--- config.mk ---
export PLATFORM = sky130hd
export DESIGN_NAME = mem_preload_seq
export DESIGN_NICKNAME = d
export VERILOG_FILES = /design/src/rtl/mem_preload_seq.sv
export SDC_FILE = /design/constraint.sdc
export NUM_CORES = 1
export LEC_CHECK = 0
export CORE_ASPECT_RATIO = 1.1
export CORE_MARGIN = 3
export CORE_UTILIZATION = 60
export DETAILED_ROUTE_END_ITERATION = 16
export DONT_BUFFER_PORTS = 1
export HOLD_SLACK_MARGIN = 0.02
export PLACE_DENSITY = 0.76
export SLEW_MARGIN = 20
export SYNTH_ARGS = -nofsm -noshare
export SYNTH_HDL_FRONTEND = slang
export SYNTH_SLANG_ARGS = --single-unit
--- constraint.sdc ---
create_clock -name clk -period 2.07 [get_ports clk]
set_input_delay 0.207 -clock clk [delete_from_list [all_inputs] [get_ports clk]]
set_output_delay 0.207 -clock clk [all_outputs]
set_load 0.02 [all_outputs]
--- src/rtl/mem_preload_seq.sv ---
// mem_preload_seq: holds the CPU in reset while it fills the register file and data memory, then releases it.
// Define PRELOAD_CHECKSUM_EN to build the running sum of accepted memory words; otherwise checksum is tied to zero.
module mem_preload_seq #(
  parameter int          DATA_W      = 32,
  parameter int          REG_DEPTH   = 32,
  parameter int          REG_INIT_N  = 10,
  parameter int          MEM_DEPTH   = 256,
  parameter int          BYTE_MASK_W = 8,
  parameter logic [31:0] LFSR_SEED   = 32'hACE1_2B3D,
  localparam int         REG_AW      = $clog2(REG_DEPTH),
  localparam int         MEM_AW      = $clog2(MEM_DEPTH)
) (
  input  logic              clk,
  input  logic              rst,
  input  logic              start,
  input  logic [1:0]        mode,
  output logic              reg_we,
  output logic [REG_AW-1:0] reg_addr,
  output logic [DATA_W-1:0] reg_wdata,
  output logic              dm_we,
  output logic [MEM_AW-1:0] dm_addr,
  output logic [DATA_W-1:0] dm_wdata,
  input  logic              dm_ready,
  output logic              cpu_hold,
  output logic              busy,
  output logic              done,
  output logic [31:0]       checksum
);
  localparam int CW = MEM_AW > REG_AW ? MEM_AW : REG_AW;
  typedef enum logic [1:0] {IDLE, REG_FILL, MEM_FILL, DONE} state_t;
  state_t            state;
  logic [CW-1:0]     cnt;
  logic [31:0]       lfsr;
  logic [1:0]        mode_q;
  logic [DATA_W-1:0] mem_data;
  logic              accept;
  logic              go;
  assign go     = (state == IDLE || state == DONE) && start;
  assign accept = state == MEM_FILL && dm_ready;
  always_ff @(posedge clk or negedge rst)
    if (!rst) begin
      state  <= IDLE;
      cnt    <= '0;
      lfsr   <= LFSR_SEED;
      mode_q <= '0;
    end else
      case (state)
        IDLE, DONE:
          if (start) begin
            mode_q <= mode;
            cnt    <= '0;
            lfsr   <= LFSR_SEED;
            state  <= REG_FILL;
          end
        REG_FILL:
          if (cnt == CW'(REG_INIT_N - 1)) begin
            cnt   <= '0;
            state <= MEM_FILL;
          end else
            cnt <= cnt + 1'b1;
        MEM_FILL:
          if (dm_ready) begin
            cnt  <= cnt + 1'b1;
            lfsr <= (lfsr >> 1) ^ (lfsr[0] ? 32'h8020_0003 : 32'h0);
            if (cnt == CW'(MEM_DEPTH - 1)) state <= DONE;
          end
        default: state <= IDLE;
      endcase
  assign mem_data  = mode_q == 2'd0 ? DATA_W'(cnt) :
                     mode_q == 2'd1 ? DATA_W'(lfsr[BYTE_MASK_W-1:0]) : '0;
  assign reg_we    = state == REG_FILL;
  assign reg_addr  = reg_we ? cnt[REG_AW-1:0] : '0;
  assign reg_wdata = reg_we && mode_q < 2'd2 ? DATA_W'(cnt) : '0;
  assign dm_we     = state == MEM_FILL;
  assign dm_addr   = dm_we ? cnt[MEM_AW-1:0] : '0;
  assign dm_wdata  = dm_we ? mem_data : '0;
  assign cpu_hold  = state != DONE;
  assign busy      = state == REG_FILL || state == MEM_FILL;
  assign done      = state == DONE;
`ifdef PRELOAD_CHECKSUM_EN
  always_ff @(posedge clk or negedge rst)
    if (!rst) checksum <= '0;
    else if (go) checksum <= '0;
    else if (accept) checksum <= checksum + 32'(mem_data);
`else
  assign checksum = 32'h0;
`endif
endmodule

==> reports/metrics.cfg, run 1 <==
[clocking]
root_buffer = clkbuf_8
cts_tree = yes
cts.clk_slew.worst_paths_ns = 0.09
worst_skew_pair.late_latency_ns = 0.30
cts_buffers = 5
clockBufferDepth = 2
cts_post_setup_buffers_inserted = 0
htreeDepth = 2
clock_sinks = 44

[setup_path]
critPathTopFamily = compound AO/OA/AOI/OAI gates
worst-path-stages = 7
worstSetupPathType = reg2reg
crit_path_end_kind = flip-flop
setup.worst_path.start = state[0]
r2r-start = state[0]
max_stage_delay_ns = 0.43
cp_cell_sequence = inv_1 > ha_1 > buf_4 > nor4_1 > a211o_1 > or2_1 > o2bb2ai_2
slowest_stage = dfrtp_1
startpoint_type = flip-flop
cp_num_buf_inv = 2
cp_data_arrival_time_ns = 2.16
cp_max_fo = 7
cp.required_ns = 2.30
reg2reg_depth = 7

[sta]
rsz0062_at_grt = no
relSlewSlack_pct = 66.0
fmaxAchievable_mhz = 517
worst_pin_slew_ns = 0.510
post-route-period-util_pct = 93.4
finalSetupViolCount = 0
finalCriticalPeriod_ns = 1.93
clock_skew_ns = 0.00525
drv_slew = 0
finalSetupTns_ns = 0
final_hold_viol_count = 0

[synthesis]
synthTopCellsByCount = buf_4, dfrtp_1, and2_1, nor2_1, dfstp_2
synth-seq-area-share_pct = 38.4
synth_flop_cell = dfrtp_1
synth-edff-count = 0
synth_warnings = 0
ys_ff_latch = 44
async_flop_share_pct = 100
yosys-top-cells-area = dfrtp_1, buf_4, dfstp_2
avgSynthCellArea_um2 = 9.42
synthCells = 310
syn_area_um2 = 2920
netlist.area_leader.share_pct = 23.1
synth_most_common_cell = buf_4
synth_top_area_cell = dfrtp_1
synth.distinct_cells = 40

[global_route]
grt_use_total_pct = 17.4
grt_pass1_vias = 1589
grt_start_max_net_pins = 45
antenna_found_initial = 0
grt_first_pass_wirelength_um = 7800
grt-ovfl-total = 0

[final_layout]
syn2layout_area_growth_pct = -0.471
antenna_cells = 0
drive_above_1_share_pct = 18.0
seqCellArea_um2 = 1120
n_fill_cell = 374
finalInstanceArea_um2 = 2910
nNetsFinal = 334
multi_input_area_um2 = 1380

[pwr]
leakage_nw = 1.44
power.density_nw_per_um2 = 933
max-vdd-ir-drop_mv = 0.361

[run]
max_cap_violations = 0

[floorplan]
die_area_um2 = 5740
core_um2 = 4680
fp.dieW_um = 72.5
placementRows = 26
initial_core_util_pct = 62.4
pin_count = 120
die_y_um = 79.2

[route]
final_antenna_net_count = 0
via_per_inst = 5.02
drtIter0Drc = 163
dr_total_vias = 1904
wire_per_inst_um = 13.3
drc = 0
routed_wl_um = 5060
drtPass1Iterations = 4

[hold_path]
min_path_cells = 1
hold_path.class = in2reg
worstHoldStart = mode[1]

[placement]
dp_hpwl_um = 3640
placed_area_um2 = 2760
io_buffers = 0
gp_congestion = 0.820

[outcome]
outcome = completed

-- worst paths after layout --
path,to,slack (ns)
max,cnt[5],0.14
min,mode_q[1],0.05
max reg2reg,cnt[5],0.14
min reg2reg,lfsr[23],0.48
max in group asynchronous,lfsr[3],1.45
min in group asynchronous,lfsr[7],0.35
-- where the power goes --
group	switching, mW	internal (mW)	total [mW]
Combinational	0.491	0.308	0.799
Clock	0.304	0.363	0.668
Sequential	0.161	1.09	1.25
Total	0.956	1.76	2.71
-- per-stage QoR --
step	power (mW)	setup slack [ns]	std cells	utilization (%)	hold slack, ns
after floorplan	1.94	0.168	389	-	-0.0886
after global placement	2.01	0.200	369	58.8	-0.0872
after detailed placement	2.03	0.0955	369	58.8	-0.0876
after CTS	2.73	0.0570	379	61.9	0.0475
after global routing	2.86	0.0528	379	62.1	0.0463
final	2.71	0.138	379	62.1	0.0532
-- cells by family (layout without fill, tap and decap cells) --
| family | Yosys count | count (layout) | synth area share, % |
|---|---|---|---|
| AND/OR/NAND/NOR | 87 | 87 | 16.2 |
| multiplexers | 11 | 11 | 3.85 |
| buffers and inverters | 109 | 43 | 24.9 |
| adder cells (fa/ha/maj) | 6 | 6 | 2.57 |
| XOR/XNOR | 2 | 2 | 0.600 |
| AO/OA/AOI/OAI | 50 | 50 | 13.3 |
| flip-flops | 44 | 44 | 38.4 |
| other | 1 | 80 | 0.128 |
-- state kept, by name (all words and copies together) (netlist names) --
name and cells:
lfsr 32, state 2, cnt 8, mode_q 2
-- metal layers --
metal | track usage, % | wire (µm) | up-vias
li1 | - | - | 898
met1 | 23.1 | 2100 | 894
met2 | 27.5 | 2380 | 104
met3 | 3.54 | 481 | 8
met4 | 7.20 | 92 | 0
met5 | 0 | 0 | -
-- layout by cell type (no fill, tap or decap), types with 7 or more instances in the layout --
cell / instances
nand2b_1: 7
and2_1: 23
mux2i_1: 9
a31oi_1: 9
buf_4: 19
nand2_1: 10
nor2_1: 19
inv_1: 14
dfstp_2: 17
conb_1: 80
dfrtp_1: 27
o21ai_0: 7
a22o_1: 12
-- layout make-up --
type                    count  share of cell area (%)
flip-flops and latches     44                    38.6
multi-input cells         236                    47.3
inverters                  14                    1.81
well taps                  56                    2.41
clock buffers               5                    2.37
clock inverters             3                    1.59
repair buffers             21                    5.94
-- repair_timing --
action | CTS | global route
hold buffers | 2 | 0
resized for setup | 0 | 3
endpoints found under the setup margin | 0 | 28
hold endpoints to repair | 44 | 0
Power figures use the tool's default switching activity.
==> run 2: changes to the inputs <==
--- a/config.mk
+++ b/config.mk
@@ -7,11 +7,10 @@
 export LEC_CHECK = 0
 export CORE_ASPECT_RATIO = 1.1
 export CORE_MARGIN = 3
-export CORE_UTILIZATION = 60
+export CORE_UTILIZATION = 50
 export DETAILED_ROUTE_END_ITERATION = 16
 export DONT_BUFFER_PORTS = 1
 export HOLD_SLACK_MARGIN = 0.02
-export PLACE_DENSITY = 0.76
 export SLEW_MARGIN = 20
 export SYNTH_ARGS = -nofsm -noshare
 export SYNTH_HDL_FRONTEND = slang
==> run 2 against run 1 <==
Net effect:
- worst setup slack improved by 0.012 ns
- largest power group unchanged
- non-clock buffer count stayed put
- clock skew barely moved
- via count fell by 1.8%
- first-iteration DRC count decreased by 28%
- largest cell class unchanged
- die area grew 18%
- clock power is 4.2% higher
==> reports/metrics.cfg, run 2 (same netlist as run 1, synthesis figures left out) <==
[clocking]
cts_tree = yes
htreeDepth = 2
clock_sinks = 44
worst_skew_pair.late_latency_ns = 0.30
cts.clk_slew.worst_paths_ns = 0.08
clockBufferDepth = 2
cts_post_setup_buffers_inserted = 0
cts_buffers = 5
root_buffer = clkbuf_8

[outcome]
outcome = completed

[sta]
clock_skew_ns = 0.00520
rsz0062_at_grt = no
relSlewSlack_pct = 62.4
finalWorstSetupSlack_ns = 0.149
post-route-period-util_pct = 92.8
finalSetupTns_ns = 0
final_hold_viol_count = 0
worst_pin_slew_ns = 0.563
finalSetupViolCount = 0
drv_slew = 0
fmaxAchievable_mhz = 521
finalCriticalPeriod_ns = 1.92

[placement]
gp_congestion = 0.792
io_buffers = 0
placed_area_um2 = 2790
dp_slack_ns = 0.137
dp_hpwl_um = 3900

[final_layout]
regMostFlops = lfsr
largest_reg_flops = 32
syn2layout_area_growth_pct = 1.67
fin_util_pct = 54.0
final_common_cell = conb_1
most-common-layout-cells = conb_1, dfrtp_1, and2_1
antenna_cells = 0
finalInstanceArea_um2 = 2970
top_regs = lfsr: 32 flops, cnt: 8 flops
drive_above_1_share_pct = 18.6
nNetsFinal = 334

[route]
via_per_inst = 4.70
final_antenna_net_count = 0
drtPass1Iterations = 4
drtIter0Drc = 117
dr_total_vias = 1870
routed_wl_um = 5650
wire_per_inst_um = 14.2
drc = 0

[setup_path]
cp_data_arrival_time_ns = 1.71
cp_max_fo = 9
crit_path_end_kind = primary output
reg2reg_slack_ns = 0.24
startpoint_type = flip-flop
cp.required_ns = 1.86
worstSetupPathType = reg2out

[floorplan]
die_y_um = 86.2
placementRows = 28
pin_count = 120
core_um2 = 5500
die_area_um2 = 6800
fp.dieW_um = 78.9
initial_core_util_pct = 53.1

[global_route]
antenna_found_initial = 0
grt-ovfl-total = 0
grt_start_max_net_pins = 45
grt_pass1_vias = 1698
grt_first_pass_wirelength_um = 8660
grt_use_total_pct = 16.4

[pwr]
p_total_mw = 2.75
power.density_nw_per_um2 = 926
max-vdd-ir-drop_mv = 0.402
leakage_nw = 1.45

[run]
max_cap_violations = 0

[hold_path]
hold_path.class = in2reg

[run 2: metal layers]
metal / wire (µm) / track usage [%] / vias up
met2: 2610 / 27.3 / 96
met5: 0 / 0 / -
li1: - / - / 891
met4: 70 / 5.47 / 0
met3: 477 / 3.12 / 6
met1: 2490 / 21.7 / 877
[run 2: per-stage QoR]
| stage | hold slack [ns] | std cells |
|---|---|---|
| after detailed placement | -0.0871 | 388 |
| final | 0.0557 | 398 |
| after floorplan | -0.0886 | 389 |
| after CTS | 0.0486 | 398 |
| after global placement | -0.0872 | 388 |
| after global routing | 0.0458 | 398 |
[run 2: layout make-up]
class / count / area [µm²]
multi-input combinational: 236 / 1400
fill: 516 / 2530
tap: 75 / 93.8
clock buffer: 6 / 82.6
sequential: 44 / 1120
timing repair buffer: 21 / 185
inverter: 14 / 52.6
clock inverter: 2 / 38.8
[run 2: power by group]
| part | switching (mW) | internal (mW) |
|---|---|---|
| clock network | 0.301 | 0.395 |
| logic | 0.486 | 0.315 |
| registers | 0.168 | 1.09 |
| total | 0.955 | 1.80 |
[run 2: final timing paths]
check / to / depth (start not counted) / start
worst max register to register: cnt[1] / 6 / cnt[1]
max in group asynchronous: lfsr[9] / 2 / rst
worst min-delay path: mode_q[1] / 1 / mode[1]
worst max-delay path: reg_wdata[6] / 4 / state[1]
min in group asynchronous: cnt[2] / 2 / rst
worst min register to register: lfsr[23] / 2 / lfsr[23]
[run 2: critical path: stages, from the launching register on]
cell and delay (ns):
dfrtp_1 0.45, inv_1 0.11, ha_2 0.28, nor2b_2 0.29
and2_1 0.29
[run 2: what timing repair did]
action,CTS,global route
pin swaps,0,0
hold buffers,2,0
endpoints found under the hold margin,44,0
setup endpoints to repair,8,17
resized for setup,2,4
==> RTL change: new RTL, settings of run 2 <==
The 4 states of `state_t` get a one-hot encoding in 4 bits.
--- a/src/rtl/mem_preload_seq.sv
+++ b/src/rtl/mem_preload_seq.sv
@@ -27,7 +27,7 @@
   output logic [31:0]       checksum
 );
   localparam int CW = MEM_AW > REG_AW ? MEM_AW : REG_AW;
-  typedef enum logic [1:0] {IDLE, REG_FILL, MEM_FILL, DONE} state_t;
+  typedef enum logic [3:0] {IDLE = 4'b0001, REG_FILL = 4'b0010, MEM_FILL = 4'b0100, DONE = 4'b1000} state_t;
   state_t            state;
   logic [CW-1:0]     cnt;
   logic [31:0]       lfsr;
Function: same outputs for any inputs over 10 cycles, from zero or initial values and one cycle with rst low; not proved beyond that.
==> RTL change against run 2 <==
Worst setup slack got worse by 0.10 ns; critical path depth unchanged; count of clock-buffer cells in the layout unchanged; final area increased by 12%; power increased by 28%; wire length decreased by 1.1%; sequential cell count increased by 2; sequential power increased by 13%; area after synthesis increased by 5.8%; via count increased by 9.4%; critical path type unchanged; highest routed layer unchanged.
==> RTL change: results (changes against run 2) <==
Layout
  • Final nets: 349 (was 334)
  • Layout cells sized above 1: 31.0% (was 18.6%)
  • Regs by FF count: lfsr: 32 flops, cnt: 8 flops, state: 4 flops (was lfsr: 32 flops, cnt: 8 flops)

Route
  • Drt initial violations: 62 (was 117)
  • Detailed Route WL: 5590 um (was 5650 um)
  • Vias: 2,045 (was 1,870)
  • Drt via density: 4.88 (was 4.70)

Global route
  • First-pass GRT wire length: 8800 um (was 8660 um)
  • Vias in the first global route: 1,802 (was 1,698)
  • Largest net degree at the start of global routing: 47 (was 45)
  • Gr usage total: 15.8% (was 16.4%)

Critical path
  • Delay of the slowest critical-path stage: 0.57 ns (was 0.45 ns)
  • Setup slack, reg-to-reg: 0.14 ns (was 0.24 ns)
  • Slowest-stage cell, CP: or4b_4 (was dfrtp_1)
  • Crit path max fanout: 15 (was 9)
  • WP data arrival: 1.81 ns (was 1.71 ns)

Timing
  • Hold WS: 0.0582 ns (was 0.0557 ns)
  • Clk_skew: 0.00380 ns (was 0.00520 ns)
  • Final worst path period share: 97.7% (was 92.8%)

Synthesis
  • Synth area leaders: dfrtp_1 (23%), buf_4 (19%), dfstp_2 (15%) (was dfrtp_1 (23%), buf_4 (21%), dfstp_2 (15%))
  • Post-synthesis sequential area ratio: 38.0% (was 38.4%)
  • Synth Area per Inst: 9.91 um2 (was 9.42 um2)
  • YS warnings: 0 (unchanged)
  • Ys flop type: dfrtp_1 (unchanged)
  • Post-synth top cells: buf_4 (80), dfrtp_1 (28), nand2b_1 (22) (was buf_4 (81), dfrtp_1 (27), and2_1 (23))
  • Synth cell types: 48 (was 40)

Clock tree
  • CTS clk-pin slew, worst paths: 0.08 ns (about the same)
  • Clk_lat worst skew: 0.29 ns
  • CTS buffer count: 5 (unchanged)
  • CTS Root Buffer Type: clkbuf_8 (unchanged)

Placement
  • DP Cell Count: 406 (was 388)
  • Gpl congestion: 0.852 (was 0.792)
  • Placed inst area: 3110 um2 (was 2790 um2)
  • Final HPWL DP: 4020 um (was 3900 um)
  • DP Worst Slack: 0.184 ns (was 0.137 ns)

Power
  • Pleak: 1.50 nW (was 1.45 nW)
  • VDD IR max: 768 uV (was 402 uV)
  • Switch share: 37.4% (was 34.7%)

Outcome
  • Status: finished clean (unchanged)
RTL change: changes by cell type in the layout (fill, tap and decap cells not counted), moves of 8 or more:
| cell | before | now |
|---|---|---|
| buf_4 | 18 | 39 |
| and2_1 | 23 | 5 |
| mux2_2 | 2 | 17 |
| nand2b_1 | 7 | 22 |
| a31oi_1 | 9 | 1 |
| nor2_1 | 19 | 11 |
RTL change: routing by layer:
layer  GRT usage (%)  part of all wire [%]  wire length [um]  vias up
met1            21.9                    46              2560      978
met3            4.07                   7.9               442        4
met4            5.38                  0.45                25        0
met2            24.1                    46              2560       96
li1                -                     -                 -      967
met5               0                     0                 0        -
RTL change: power groups by stage:
stage | Sequential (W) | Clock, W | Combinational, W
2_1_floorplan | 0.00128 | 0 | 0.00125
3_3_place_gp | 0.00140 | 0 | 0.00136
3_5_place_dp | 0.00141 | 0 | 0.00138
4_1_cts | 0.00140 | 0.000680 | 0.00143
5_1_grt | 0.00145 | 0.000732 | 0.00158
6_report | 0.00141 | 0.000660 | 0.00146
RTL change: cells by family after synthesis:
logic type	after synthesis	synth area share (%)
multiplexers	26	9.11
adder cells (fa/ha/maj)	2	0.809
AND/OR/NAND/NOR	78	15.1
flip-flops	46	38.0
AO/OA/AOI/OAI	42	11.8
other	1	0.121
buffers and inverters	114	24.2
XOR/XNOR	3	0.850
RTL change: area by class of cell:
| class | count | area, um2 |
|---|---|---|
| Inverter | 13 | 48.8 |
| Clock buffer | 6 | 72.6 |
| Timing Repair Buffer | 44 | 385 |
| Sequential cell | 46 | 1170 |
| Clock inverter | 2 | 37.5 |
| Multi-Input combinational cell | 231 | 1530 |
| Fill cell | 533 | 2540 |
| Tap cell | 77 | 96.3 |
RTL change: final timing paths:
| path | to | startpoint |
|---|---|---|
| max | reg_wdata[0] | state[2]$_DFFE_PN0P_ |
| min | mode_q[0]$_DFFE_PN0P_ | mode[0] |
| max reg2reg | cnt[5]$_DFFE_PN0P_ | state[2]$_DFFE_PN0P_ |
| min reg2reg | lfsr[29]$_DFFE_PN1P_ | lfsr[29]$_DFFE_PN1P_ |
| max in group asynchronous | lfsr[4]$_DFFE_PN1P_ | rst |
| min in group asynchronous | lfsr[14]$_DFFE_PN0P_ | rst |
RTL change: what timing repair did:
item                       CTS  global route
setup endpoints to repair   22            22
pin swaps                    0             2
setup buffers                1             2
resized for setup            4            13
hold endpoints to repair    46             0
hold buffers                 2             0
